## config.mk

```make
export PLATFORM = sky130hd
export DESIGN_NAME = cam_init_seq
export DESIGN_NICKNAME = d
export VERILOG_FILES = /design/src/rtl/cam_init_seq.sv
export SDC_FILE = /design/constraint.sdc
export NUM_CORES = 1
export LEC_CHECK = 0
export BUFFER_PORTS_ARGS = -buffer_cell sky130_fd_sc_hd__clkbuf_2
export CORE_ASPECT_RATIO = 1.5
export CORE_MARGIN = 3
export CORE_UTILIZATION = 52
export DETAILED_ROUTE_END_ITERATION = 10
export PLACE_DENSITY = 0.77
export SYNTH_ARGS = -nofsm -noshare
export SYNTH_HDL_FRONTEND = slang
export SYNTH_SLANG_ARGS = --single-unit
```

## constraint.sdc

```tcl
create_clock -name clk -period 2.2 [get_ports clk]
set_input_delay 0.44 -clock clk [delete_from_list [all_inputs] [get_ports clk]]
set_output_delay 0.44 -clock clk [all_outputs]
set_load 0.01 [all_outputs]
```

## src/rtl/cam_init_seq.sv

```systemverilog
// cam_init_seq: ROM-table driven camera register init sequencer (writes, delays, skips, end marker).
// Define CAM_INIT_VERIFY_EN to add read-back verification after every accepted write.
module cam_init_seq #(
    parameter int IDX_W      = 8,
    parameter int REG_W      = 8,
    parameter int VAL_W      = 8,
    parameter int DELAY_UNIT = 250000,
    parameter int AUTO_START = 1
) (
    input  logic                   clk,
    input  logic                   reset_n,
    input  logic                   start,
    output logic [IDX_W-1:0]       rom_addr,
    input  logic [REG_W+VAL_W-1:0] rom_data,
    output logic                   wr_valid,
    input  logic                   wr_ready,
    output logic [REG_W-1:0]       wr_reg,
    output logic [VAL_W-1:0]       wr_val,
    output logic                   rd_valid,
    input  logic                   rd_ready,
    input  logic [VAL_W-1:0]       rd_data,
    input  logic                   rd_data_valid,
    output logic                   busy,
    output logic                   done,
    output logic                   overrun,
    output logic [7:0]             mismatch_cnt
);
    localparam int CNT_W = $clog2(15 * DELAY_UNIT);

`ifdef CAM_INIT_VERIFY_EN
    typedef enum logic [2:0] {IDLE, FETCH, DECODE, WRITE, DELAY, VERIFY_REQ, VERIFY_WAIT} state_t;
`else
    typedef enum logic [2:0] {IDLE, FETCH, DECODE, WRITE, DELAY} state_t;
`endif

    state_t           state, state_n;
    logic [IDX_W-1:0] idx;
    logic [CNT_W-1:0] cnt;
    logic             armed, go, adv;
    logic [VAL_W-1:0] dval;
    logic             reg_ones, is_end, is_dly, is_wr;

    assign dval     = rom_data[VAL_W-1:0];
    assign reg_ones = &rom_data[REG_W+VAL_W-1:VAL_W];
    assign is_end   = reg_ones & (&dval);
    assign is_dly   = reg_ones & (&dval[VAL_W-1:4]) & ~(&dval);
    assign is_wr    = ~reg_ones;
    assign go       = start | armed;
    assign rom_addr = idx;

    always_ff @(posedge clk or negedge reset_n) begin
        if (!reset_n) state <= IDLE;
        else          state <= state_n;
    end

    always_comb begin
        state_n = state;
        adv     = 1'b0;
        case (state)
            IDLE:   state_n = go ? FETCH : IDLE;
            FETCH:  state_n = DECODE;
            DECODE: begin
                if (is_end)      state_n = IDLE;
                else if (is_dly) state_n = DELAY;
                else if (is_wr)  state_n = WRITE;
                else             adv = 1'b1;
            end
`ifdef CAM_INIT_VERIFY_EN
            WRITE:       state_n = wr_ready ? VERIFY_REQ : WRITE;
            VERIFY_REQ:  state_n = rd_ready ? VERIFY_WAIT : VERIFY_REQ;
            VERIFY_WAIT: adv = rd_data_valid;
`else
            WRITE:  adv = wr_ready;
`endif
            DELAY:  adv = (cnt == '0);
            default: state_n = IDLE;
        endcase
        if (adv) state_n = (&idx) ? IDLE : FETCH;
    end

    always_comb begin
        wr_valid = (state == WRITE);
        busy     = (state != IDLE);
`ifdef CAM_INIT_VERIFY_EN
        rd_valid = (state == VERIFY_REQ);
`else
        rd_valid = 1'b0;
`endif
    end

    always_ff @(posedge clk or negedge reset_n) begin
        if (!reset_n) begin
            idx     <= '0;
            cnt     <= '0;
            wr_reg  <= '0;
            wr_val  <= '0;
            done    <= 1'b0;
            overrun <= 1'b0;
            armed   <= (AUTO_START != 0);
        end else begin
            armed <= 1'b0;
            if (state == IDLE && go) begin
                idx     <= '0;
                done    <= 1'b0;
                overrun <= 1'b0;
            end
            if (state == DECODE && is_end) done <= 1'b1;
            // counter runs (n+1)*DELAY_UNIT cycles including the zero cycle
            if (state == DECODE && is_dly) cnt <= CNT_W'((int'(dval[3:0]) + 1) * DELAY_UNIT - 1);
            else if (state == DELAY)       cnt <= cnt - 1'b1;
            if (state == DECODE && is_wr) {wr_reg, wr_val} <= rom_data;
            if (adv) begin
                if (&idx) overrun <= 1'b1;
                else      idx <= idx + 1'b1;
            end
        end
    end

`ifdef CAM_INIT_VERIFY_EN
    logic [7:0] mis;
    always_ff @(posedge clk or negedge reset_n) begin
        if (!reset_n)                mis <= '0;
        else if (state == IDLE && go) mis <= '0;
        else if (state == VERIFY_WAIT && rd_data_valid && rd_data != wr_val && mis != 8'hFF)
            mis <= mis + 1'b1;
    end
    assign mismatch_cnt = mis;
`else
    logic unused_rd;
    assign unused_rd    = ^{rd_ready, rd_data, rd_data_valid};
    assign mismatch_cnt = '0;
`endif
endmodule

```

==> results of run 1 <==
==> kinds of logic after synthesis <==
| group | count (synthesis) | synth area share |
|---|---|---|
| AO/OA/AOI/OAI | 89 | 0.150 |
| XOR/XNOR | 45 | 0.101 |
| adder cells (fa/ha/maj) | 34 | 0.113 |
| buffers and inverters | 52 | 0.0628 |
| flip-flops | 52 | 0.311 |
| multiplexers | 19 | 0.0512 |
| other | 1 | 0.000897 |
| AND/OR/NAND/NOR | 162 | 0.211 |
==> power by group through the flow <==
stage | clock [mW] | combinational, mW | sequential, mW
final | 0.954 | 2.87 | 1.28
after global placement | 0 | 2.24 | 1.28
after global routing | 0.977 | 3.10 | 1.30
after CTS | 0.946 | 2.69 | 1.28
after floorplan | 0 | 1.43 | 1.36
after detailed placement | 0 | 2.32 | 1.29
==> synth_stat cells (3+ instances only) <==
library cell	count	area share
dfrtp_1	51	0.31
nand2_1	38	0.034
nor2_1	33	0.030
ha_1	28	0.084
inv_1	25	0.022
xor2_1	23	0.048
nand3_1	20	0.024
xnor2_1	20	0.042
o21ai_0	17	0.020
mux2_2	14	0.038
o21ai_1	13	0.016
buf_4	11	0.020
nor3_1	11	0.013
a21oi_1	10	0.012
and3_1	7	0.010
nand4_1	7	0.010
clkbuf_1	6	0.0054
fa_1	6	0.029
a31oi_1	5	0.0075
a21o_1	4	0.0072
and2_1	4	0.0060
nor2b_1	4	0.0060
o21a_1	4	0.0072
or2_2	4	0.0060
or3_1	4	0.0060
a211o_1	3	0.0063
and4_1	3	0.0063
buf_2	3	0.0036
buf_6	3	0.0081
inv_2	3	0.0027
mux2i_1	3	0.0072
nand2b_1	3	0.0045
nor3b_1	3	0.0054
==> layout make-up <==
cell class,instances,area (µm²),share of cell area
well taps,102,128,0.0210
multi-input cells,359,3210,0.528
inverters,28,108,0.0177
clock buffers,7,153,0.0251
flip-flops and latches,52,1300,0.214
repair buffers,148,1150,0.189
clock inverters,1,30.0,0.00494
==> how the worst max path moves through the flow <==
stage                     depth (start not counted)                  end  slack (ps)        start
after floorplan                                  18  cnt[21]$_DFFE_PN0P_       -1840  rom_data[1]
after global placement                           16  cnt[21]$_DFFE_PN0P_       -1850  rom_data[0]
after detailed placement                         17  cnt[21]$_DFFE_PN0P_       -1960  rom_data[0]
after CTS                                        17  cnt[21]$_DFFE_PN0P_       -1430  rom_data[0]
after global routing                             17  cnt[20]$_DFFE_PN0P_       -1650  rom_data[0]
final                                            17  cnt[20]$_DFFE_PN0P_       -1570  rom_data[0]
==> timing repair <==
item	CTS	global route
gates cloned	0	0
pin swaps	44	22
setup endpoints to repair	13	17
setup buffers	11	5
hold buffers	0	0
gates resized for setup	82	22
==> metrics by stage <==
| stage | hold WS [ps] | power, mW | area, µm² | setup TNS (ps) | utilization |
|---|---|---|---|---|---|
| 2_1_floorplan | 144 | 2.79 | 4360 | -13000 | - |
| 3_3_place_gp | 456 | 3.52 | 5200 | -17000 | 0.675 |
| 3_5_place_dp | 468 | 3.61 | 5200 | -18050 | 0.675 |
| 4_1_cts | 159 | 4.92 | 5930 | -10770 | 0.769 |
| 5_1_grt | 194 | 5.38 | 6080 | -13420 | 0.789 |
| 6_report | 149 | 5.10 | 6080 | -12440 | 0.789 |
==> per-layer routing <==
metal | part of all wire | vias up
met1 | 0.34 | 2044
li1 | - | 1874
met2 | 0.56 | 203
met5 | 0 | -
met3 | 0.046 | 57
met4 | 0.058 | 0
==> worst max-delay path: stages <==
cell	delay, ps
clkbuf_16	130
ha_4	180
xor2_4	170
ha_4	280
inv_2	30
fa_1	460
fa_1	510
inv_2	50
ha_4	230
buf_6	120
a21o_1	170
a21oi_4	190
o211a_1	210
nor3_2	60
or2_4	240
a31o_1	210
a31oi_1	280
==> flow_metrics.env, run 1 <==
export IMPL_status="complete, but fails checks"
export IMPL_violations="setup timing"
export IMPL_ir_drop_uv=656
export IMPL_r2r_setup_slack_ps=-20
export IMPL_avgRoutedWirePerCell_um=19.1
export IMPL_antenna_found_initial=0
export IMPL_first_global_vias=4247
export IMPL_use_met2=0.557
export IMPL_syn_avg_cell_area_um2=9.21
export IMPL_start_util=0.542
export IMPL_io_pins=67
export IMPL_die_area_um2=9180
export IMPL_grt_max_degree=31
export IMPL_insertion_delay_ps=290
export IMPL_final_nets=658
export IMPL_fmax_mhz=265
export IMPL_grt_overflow_total=0
export IMPL_ys_ff_latch=52
export IMPL_syn_area_um2=4180
export IMPL_r2r_end="cnt[21]$_DFFE_PN0P_"
export IMPL_rsz0062_at_grt="yes"
export IMPL_dp_slack_ps=-1960
export IMPL_async_reset_ff_frac=1.00
export IMPL_io_buffers=47
export IMPL_p_switching_mw=1.92
export IMPL_cts_tree="yes"
export IMPL_cts_sinks=52
export IMPL_setup_viol=12
export IMPL_grtUsageMet1=0.281
export IMPL_setup_worst_path_class="in2reg"
export IMPL_fin_ws_ps=-1570
export IMPL_finalCritPeriodShare=1.71
export IMPL_ys_warn_count=0
export IMPL_grt_busiest_layer="met2"
export IMPL_yosysSeqAreaShare=0.311
export IMPL_grt_usage=0.282
export IMPL_drc=0
export IMPL_slew_violations=0
export IMPL_rr_startpoint="cnt[7]$_DFFE_PN0P_"
export IMPL_syn_to_final_growth_pct=45.4
export IMPL_critPathRequiredTime_ps=2380
export IMPL_rr_worst_depth=6
export IMPL_power_density_nw_per_um2=839
export IMPL_critPathMaxFanout=5
export IMPL_antennaDiodeCount=0
export IMPL_rows=39
export IMPL_core_um2=7710
export IMPL_layout_commonest_cell="buf_4"
export IMPL_worstPathArrival_ps=3960
export IMPL_combinationalPowerShare=0.562
export IMPL_vias=4178
export IMPL_synth_top_flop_cell="dfrtp_1"
export IMPL_drtPass1Iterations=5
export IMPL_cap_viol_max_count=0
export IMPL_vias_per_cell=5.99
export IMPL_synth_edf_count=0
export IMPL_netSwitchingFraction=0.376
export IMPL_synth_distinct_cells=82
export IMPL_finalHoldViolations=0
export IMPL_clk_pin_slew_ps=70
export IMPL_dp_cells=673
export IMPL_p_int_mw=3.18
export IMPL_slew_headroom=0.585
export IMPL_grtUsageMet3=0.0280
export IMPL_die_y_um=116
export IMPL_root_buffer="clkbuf_16"
export IMPL_tightest_slew_ps=622
export IMPL_stdcell_count=697
export IMPL_h_tree_depth=2
export IMPL_skew_ps=5.56
export IMPL_syn_inst=454
export IMPL_largest_register_ffs=22
export IMPL_p_leak_nw=2.75
export IMPL_die_x_um=79.2
export IMPL_dr_first_iter_drc_count=360
export IMPL_fin_crit_ps=3770
export IMPL_grt_pass1_wl_um=20300
export IMPL_top_register="cnt"
export IMPL_dp_hpwl_um=8530
export IMPL_finalWeightedCongestion=0.871
export IMPL_cp_end_kind="flip-flop"
export IMPL_mostFrequentLayoutCells="buf_4 (81), dfrtp_1 (51), clkbuf_2 (44)"
export IMPL_hold_path_class="in2async"
export IMPL_routed_wl_um=13300
export IMPL_start_kind="input pin"
export IMPL_clockBufferDepth=2
export IMPL_power_frac_clock=0.187
export IMPL_fillers=479
export IMPL_drive_gt1_frac=0.430
export IMPL_ant_nets=0
export IMPL_cts_buffers=5
export IMPL_p_seq_frac=0.251
Note: power is estimated with default switching activity, not from simulation.
==> run 2: changes to the inputs <==
- CORE_ASPECT_RATIO: 1.5 -> 1.4
==> run 2 against run 1 <==
- the run still ends with setup timing left
- critical path type unchanged
- worst hold slack better by 81 ps
- combinational power down 12%
- largest power group unchanged
- register-to-register slack improved by 70 ps
- first-iteration DRC count down 67%
- largest cell class unchanged
- cell count down 2.4%
- critical endpoint is now cnt[21]$_DFFE_PN0P_
- global-route usage shrank 4.0 points
- non-clock buffer count shrank 15
- clock-buffer cell count down 2
- die area about the same
==> flow_metrics.env, run 2 (synthesis gave the netlist of run 1 again) <==
export IMPL_status="complete, but fails checks"
export IMPL_violations="setup timing"
export IMPL_ant_nets=0
export IMPL_mostFrequentLayoutCells="buf_4 (81), dfrtp_1 (51), clkbuf_2 (44)"
export IMPL_grt_pass1_wl_um=17800
export IMPL_cts_buffers=5
export IMPL_dp_hpwl_um=8380
export IMPL_cpMaxStageDelayCell="fa_1"
export IMPL_slowest_delay_ps=540
export IMPL_cap_viol_max_count=0
export IMPL_skew_ps=8.76
export IMPL_cts_tree="yes"
export IMPL_clockBufferDepth=2
export IMPL_cp_end_kind="flip-flop"
export IMPL_finalHoldViolations=0
export IMPL_finalCritPeriodShare=1.69
export IMPL_stdcell_count=680
export IMPL_rows=38
export IMPL_layout_commonest_cell="buf_4"
export IMPL_critPathRequiredTime_ps=2390
export IMPL_p_leak_nw=2.56
export IMPL_cts_sinks=52
export IMPL_avgRoutedWirePerCell_um=15.8
export IMPL_largest_register_ffs=22
export IMPL_dr_first_iter_drc_count=120
export IMPL_slew_violations=0
export IMPL_drive_gt1_frac=0.359
export IMPL_vias_per_cell=5.60
export IMPL_die_y_um=112
export IMPL_start_util=0.536
export IMPL_io_buffers=47
export IMPL_worstPathArrival_ps=3910
export IMPL_power_density_nw_per_um2=814
export IMPL_hold_path_class="in2async"
export IMPL_finalSetupTns_ps=-13190
export IMPL_drc=0
export IMPL_fin_ws_ps=-1530
export IMPL_dp_cells=669
export IMPL_fin_crit_ps=3730
export IMPL_setup_viol=13
export IMPL_fmax_mhz=268
export IMPL_grt_usage=0.242
export IMPL_rr_worst_depth=6
export IMPL_io_pins=67
export IMPL_grt_max_degree=53
export IMPL_grt_overflow_total=0
export IMPL_clk_pin_slew_ps=100
export IMPL_root_buffer="clkbuf_8"
export IMPL_antennaDiodeCount=0
export IMPL_die_x_um=81.8
export IMPL_final_nets=643
export IMPL_h_tree_depth=2
export IMPL_cp_common_cell="ha_4"
export IMPL_first_global_vias=4015
export IMPL_tightest_slew_ps=646
export IMPL_rsz0062_at_grt="yes"
export IMPL_critPathMaxFanout=6
export IMPL_start_kind="input pin"
export IMPL_antenna_found_initial=0
export IMPL_top_register="cnt"
export IMPL_whs_ps=230
export IMPL_drtPass1Iterations=4
export IMPL_routed_wl_um=10700
export IMPL_syn_to_final_growth_pct=31.4
export IMPL_r2r_setup_slack_ps=50
export IMPL_die_area_um2=9170
export IMPL_core_um2=7800
export IMPL_ir_drop_uv=585
export IMPL_setup_worst_path_class="in2reg"
export IMPL_r2r_end="cnt[21]$_DFFE_PN0P_"
export IMPL_power_mw=4.47
export IMPL_insertion_delay_ps=310
export IMPL_vias=3808
export IMPL_rr_startpoint="cnt[5]$_DFFE_PN0P_"
export IMPL_slew_headroom=0.569
export IMPL_finalWeightedCongestion=0.829
export IMPL_crit_chain="clkbuf_16 > ha_4 > xor2_4 > buf_6 > ha_4 > inv_2 > fa_1 > fa_1 > inv_2 > ha_4 > buf_6 > a21o_1 > a21oi_4 > o21ai_2 > a31o_1 > xor2_1 > a311oi_2 > a211oi_2"
==> run 2: changes by cell type in the layout (fill, tap and decap cells not counted), moves of 3 or more <==
| cell | previous run | this run |
|---|---|---|
| buf_12 | 5 | 2 |
| buf_6 | 15 | 3 |
| clkbuf_16 | 6 | 1 |
| clkbuf_8 | 3 | 6 |
| ha_1 | 12 | 20 |
| ha_4 | 16 | 7 |
| nand3_1 | 17 | 20 |
| nor2_1 | 28 | 32 |
| nor2_4 | 4 | 0 |
| nor3b_4 | 4 | 1 |
| xnor2_1 | 12 | 17 |
| xnor2_2 | 6 | 2 |
==> run 2: critical path, delay by kind of cell <==
family | cells | cell delay, ps
buffers and inverters | 5 | 470
xor gates and xnor gates | 2 | 400
adders and majority gates | 5 | 1550
AOI/OAI and AO/OA | 6 | 1040
==> run 2: worst max path at each step <==
| stage | startpoint | endpoint | slack (ps) | cells past startpoint |
|---|---|---|---|---|
| detailed placement | rom_data[0] | cnt[21]$_DFFE_PN0P_ | -2070 | 17 |
| global placement | rom_data[0] | cnt[21]$_DFFE_PN0P_ | -1880 | 16 |
| CTS | rom_data[0] | cnt[21]$_DFFE_PN0P_ | -1510 | 17 |
| finish | rom_data[0] | cnt[21]$_DFFE_PN0P_ | -1530 | 18 |
| floorplan | rom_data[1] | cnt[21]$_DFFE_PN0P_ | -1840 | 18 |
| global route | rom_data[0] | cnt[21]$_DFFE_PN0P_ | -1630 | 18 |
==> run 2: final cells by class <==
cell class                 instances  area, µm²
multi-input combinational        359       2900
sequential                        52       1300
timing repair buffer             133        948
clock buffer                       5       68.8
fill                             579       2300
clock inverter                     3       46.3
inverter                          28        108
tap                              100        125
==> run 2: metrics by stage <==
step | utilization | setup slack (ps) | area (µm²)
global route | 0.705 | -1630 | 5500
finish | 0.705 | -1530 | 5500
CTS | 0.700 | -1510 | 5460
detailed placement | 0.664 | -2070 | 5170
global placement | 0.664 | -1880 | 5170
floorplan | - | -1840 | 4360
==> run 2: report_power, final <==
| part | leakage (nW) | switching (mW) | internal, mW |
|---|---|---|---|
| clock network | 0.0548 | 0.326 | 0.343 |
| registers | 0.623 | 0.133 | 1.15 |
| logic | 1.88 | 1.28 | 1.24 |
==> run 2: layer usage <==
layer / part of all wire / up-vias / track usage
met3: 0.033 / 32 / 0.0281
li1: - / 1838 / -
met4: 0.038 / 0 / 0.112
met2: 0.57 / 95 / 0.458
met1: 0.36 / 1843 / 0.256
met5: 0 / - / 0
==> run 2: what timing repair did <==
action	4_1_cts	5_1_grt
gates resized for setup	26	7
buffers inserted	3	0
endpoints found under the setup margin	14	13
pin swaps	19	4
hold buffers	0	0
==> run 3: changes to the inputs <==
- CORE_UTILIZATION: 52 -> 54
- CTS_BUF_LIST: not set -> sky130_fd_sc_hd__clkbuf_2 sky130_fd_sc_hd__clkbuf_4 sky130_fd_sc_hd__clkbuf_8
- PLACE_DENSITY: 0.77 -> 0.8
==> run 3 against run 2 <==
- the flow still finishes with violations (setup timing)
- first-iteration DRC count rose to 2.8 times the previous value
- sequential share of layout area fell by 2.0 points
- critical path depth fell by 1
- via count rose by 15%
- critical path type unchanged
==> flow_metrics.env, run 3 (synthesis gave the netlist of run 1 again) <==
export IMPL_finalWeightedCongestion=0.840
export IMPL_drtPass1Iterations=5
export IMPL_die_y_um=110
export IMPL_cap_viol_max_count=0
export IMPL_drive_gt1_frac=0.426
export IMPL_cp_end_kind="flip-flop"
export IMPL_worstPathArrival_ps=3980
export IMPL_routed_wl_um=14600
export IMPL_root_buffer="clkbuf_8"
export IMPL_cpMaxStageDelayCell="fa_1"
export IMPL_dp_hpwl_um=8460
export IMPL_rsz0062_at_grt="yes"
export IMPL_power_density_nw_per_um2=793
export IMPL_slowest_delay_ps=540
export IMPL_multi_input_area_um2=3240
export IMPL_setup_worst_path_class="in2reg"
export IMPL_finalHoldViolations=0
export IMPL_ff_latch_area_um2=1300
export IMPL_grt_usage=0.307
export IMPL_top_register="cnt"
export IMPL_cts_buffers=5
export IMPL_core_um2=7450
export IMPL_vias_per_cell=6.38
export IMPL_first_global_vias=4547
export IMPL_final_nets=654
export IMPL_slew_violations=0
export IMPL_finalCritPeriodShare=1.72
export IMPL_status="complete, but fails checks"
export IMPL_start_kind="input pin"
export IMPL_ant_nets=0
export IMPL_grt_overflow_total=0
export IMPL_ir_drop_uv=516
export IMPL_cts_hold_buf=0
export IMPL_setup_viol=13
export IMPL_die_x_um=80.4
export IMPL_start_util=0.561
export IMPL_clk_pin_slew_ps=90
export IMPL_dr_first_iter_drc_count=330
export IMPL_critPathRequiredTime_ps=2400
export IMPL_vias=4388
export IMPL_antenna_found_initial=0
export IMPL_skew_ps=10.2
export IMPL_hold_path_class="in2async"
export IMPL_clockBufferDepth=2
export IMPL_antennaDiodeCount=0
export IMPL_fin_crit_ps=3780
export IMPL_rows=37
export IMPL_cts_sinks=52
export IMPL_avgRoutedWirePerCell_um=21.2
export IMPL_power_mw=4.75
export IMPL_cts_tree="yes"
export IMPL_largest_register_ffs=22
export IMPL_die_area_um2=8850
export IMPL_fillers=405
export IMPL_drc=0
export IMPL_fin_ws_ps=-1580
export IMPL_insertion_delay_ps=300
export IMPL_p_leak_nw=2.72
export IMPL_critPathMaxFanout=5
export IMPL_violations="setup timing"
export IMPL_crit_chain="clkbuf_16 > ha_4 > xor2_4 > buf_6 > ha_4 > inv_2 > fa_1 > fa_1 > inv_2 > ha_4 > nand3b_1 > o311a_1 > o2111ai_2 > a211o_1 > a211oi_4 > a311oi_2 > a211oi_1"
export IMPL_io_pins=67
export IMPL_syn_to_final_growth_pct=43.3
export IMPL_layout_commonest_cell="buf_4"
export IMPL_fmax_mhz=264
export IMPL_h_tree_depth=2
export IMPL_mostFrequentLayoutCells="buf_4 (76), dfrtp_1 (51), clkbuf_2 (44)"
export IMPL_grt_pass1_wl_um=21000
export IMPL_dp_slack_ps=-2030
export IMPL_grt_max_degree=20
export IMPL_io_buffers=47
export IMPL_cp_common_cell="ha_4"
-- run 3: cell count changes in the layout (fill, tap and decap cells not counted), moves of 4 or more --
cell	delta
buf_6	+13
ha_4	+7
xnor2_1	-7
ha_1	-6
buf_4	-5
xnor2_2	+5
nand3_1	-4
-- run 3: worst paths after layout --
check | from | end | cells after the start | slack, ps
setup / recovery | rom_data[0] | cnt[21]$_DFFE_PN0P_ | 17 | -1580
hold / removal | reset_n | wr_reg[7]$_DFFE_PN0P_ | 1 | 40
setup reg to reg | cnt[6]$_DFFE_PN0P_ | cnt[21]$_DFFE_PN0P_ | 6 | -140
hold reg to reg | wr_val[1]$_DFFE_PN0P_ | wr_val[1]$_DFFE_PN0P_ | 2 | 500
max in group asynchronous | reset_n | cnt[21]$_DFFE_PN0P_ | 2 | 1560
min in group clk | rom_data[13] | wr_reg[5]$_DFFE_PN0P_ | 2 | 380
-- run 3: what timing repair did --
item | in CTS | in global routing
buffers inserted | 10 | 8
endpoints found under the hold margin | 0 | 0
pin swaps | 38 | 17
setup endpoints to repair | 14 | 17
gates resized for setup | 75 | 37
-- run 3: layout make-up --
| type | count | area share |
|---|---|---|
| Timing Repair Buffer | 144 | 0.186 |
| Multi-Input combinational cell | 359 | 0.540 |
| Clock buffer | 7 | 0.0150 |
| Sequential cell | 52 | 0.217 |
| Tap cell | 97 | 0.0203 |
| Inverter | 28 | 0.0192 |
| Clock inverter | 1 | 0.00146 |
-- run 3: metal layers --
metal  wire [µm]  global-route usage  vias to the layer above
met1        4550               0.274                     2125
met3         773              0.0341                      119
li1            -                   -                     1874
met2        8020               0.610                      270
met5           0                   0                        -
met4        1240               0.231                        0
-- run 3: power by group --
group	internal, mW	switching (mW)	total, mW
Combinational	1.40	1.50	2.89
Sequential	1.15	0.130	1.28
Clock	0.271	0.308	0.579
-- run 3: per-stage QoR --
stage               utilization  hold WS, ps  cells  cell area, µm²  setup TNS (ps)
global placement          0.691          371    663            5150          -17890
floorplan                     -          144    463            4360          -13000
CTS                       0.771         55.3    681            5740          -10620
detailed placement        0.691          380    663            5150          -19130
finish                    0.804         38.6    688            5990          -13240
global route              0.804         64.1    688            5990          -13930
-- run 3: critical path, delay by kind of cell --
kind,cells,cell delay [ps]
AOI/OAI and AO/OA,6,1220
xor gates and xnor gates,1,240
adders and majority gates,5,1570
buffers and inverters,4,360
and+or+nand+nor,1,120
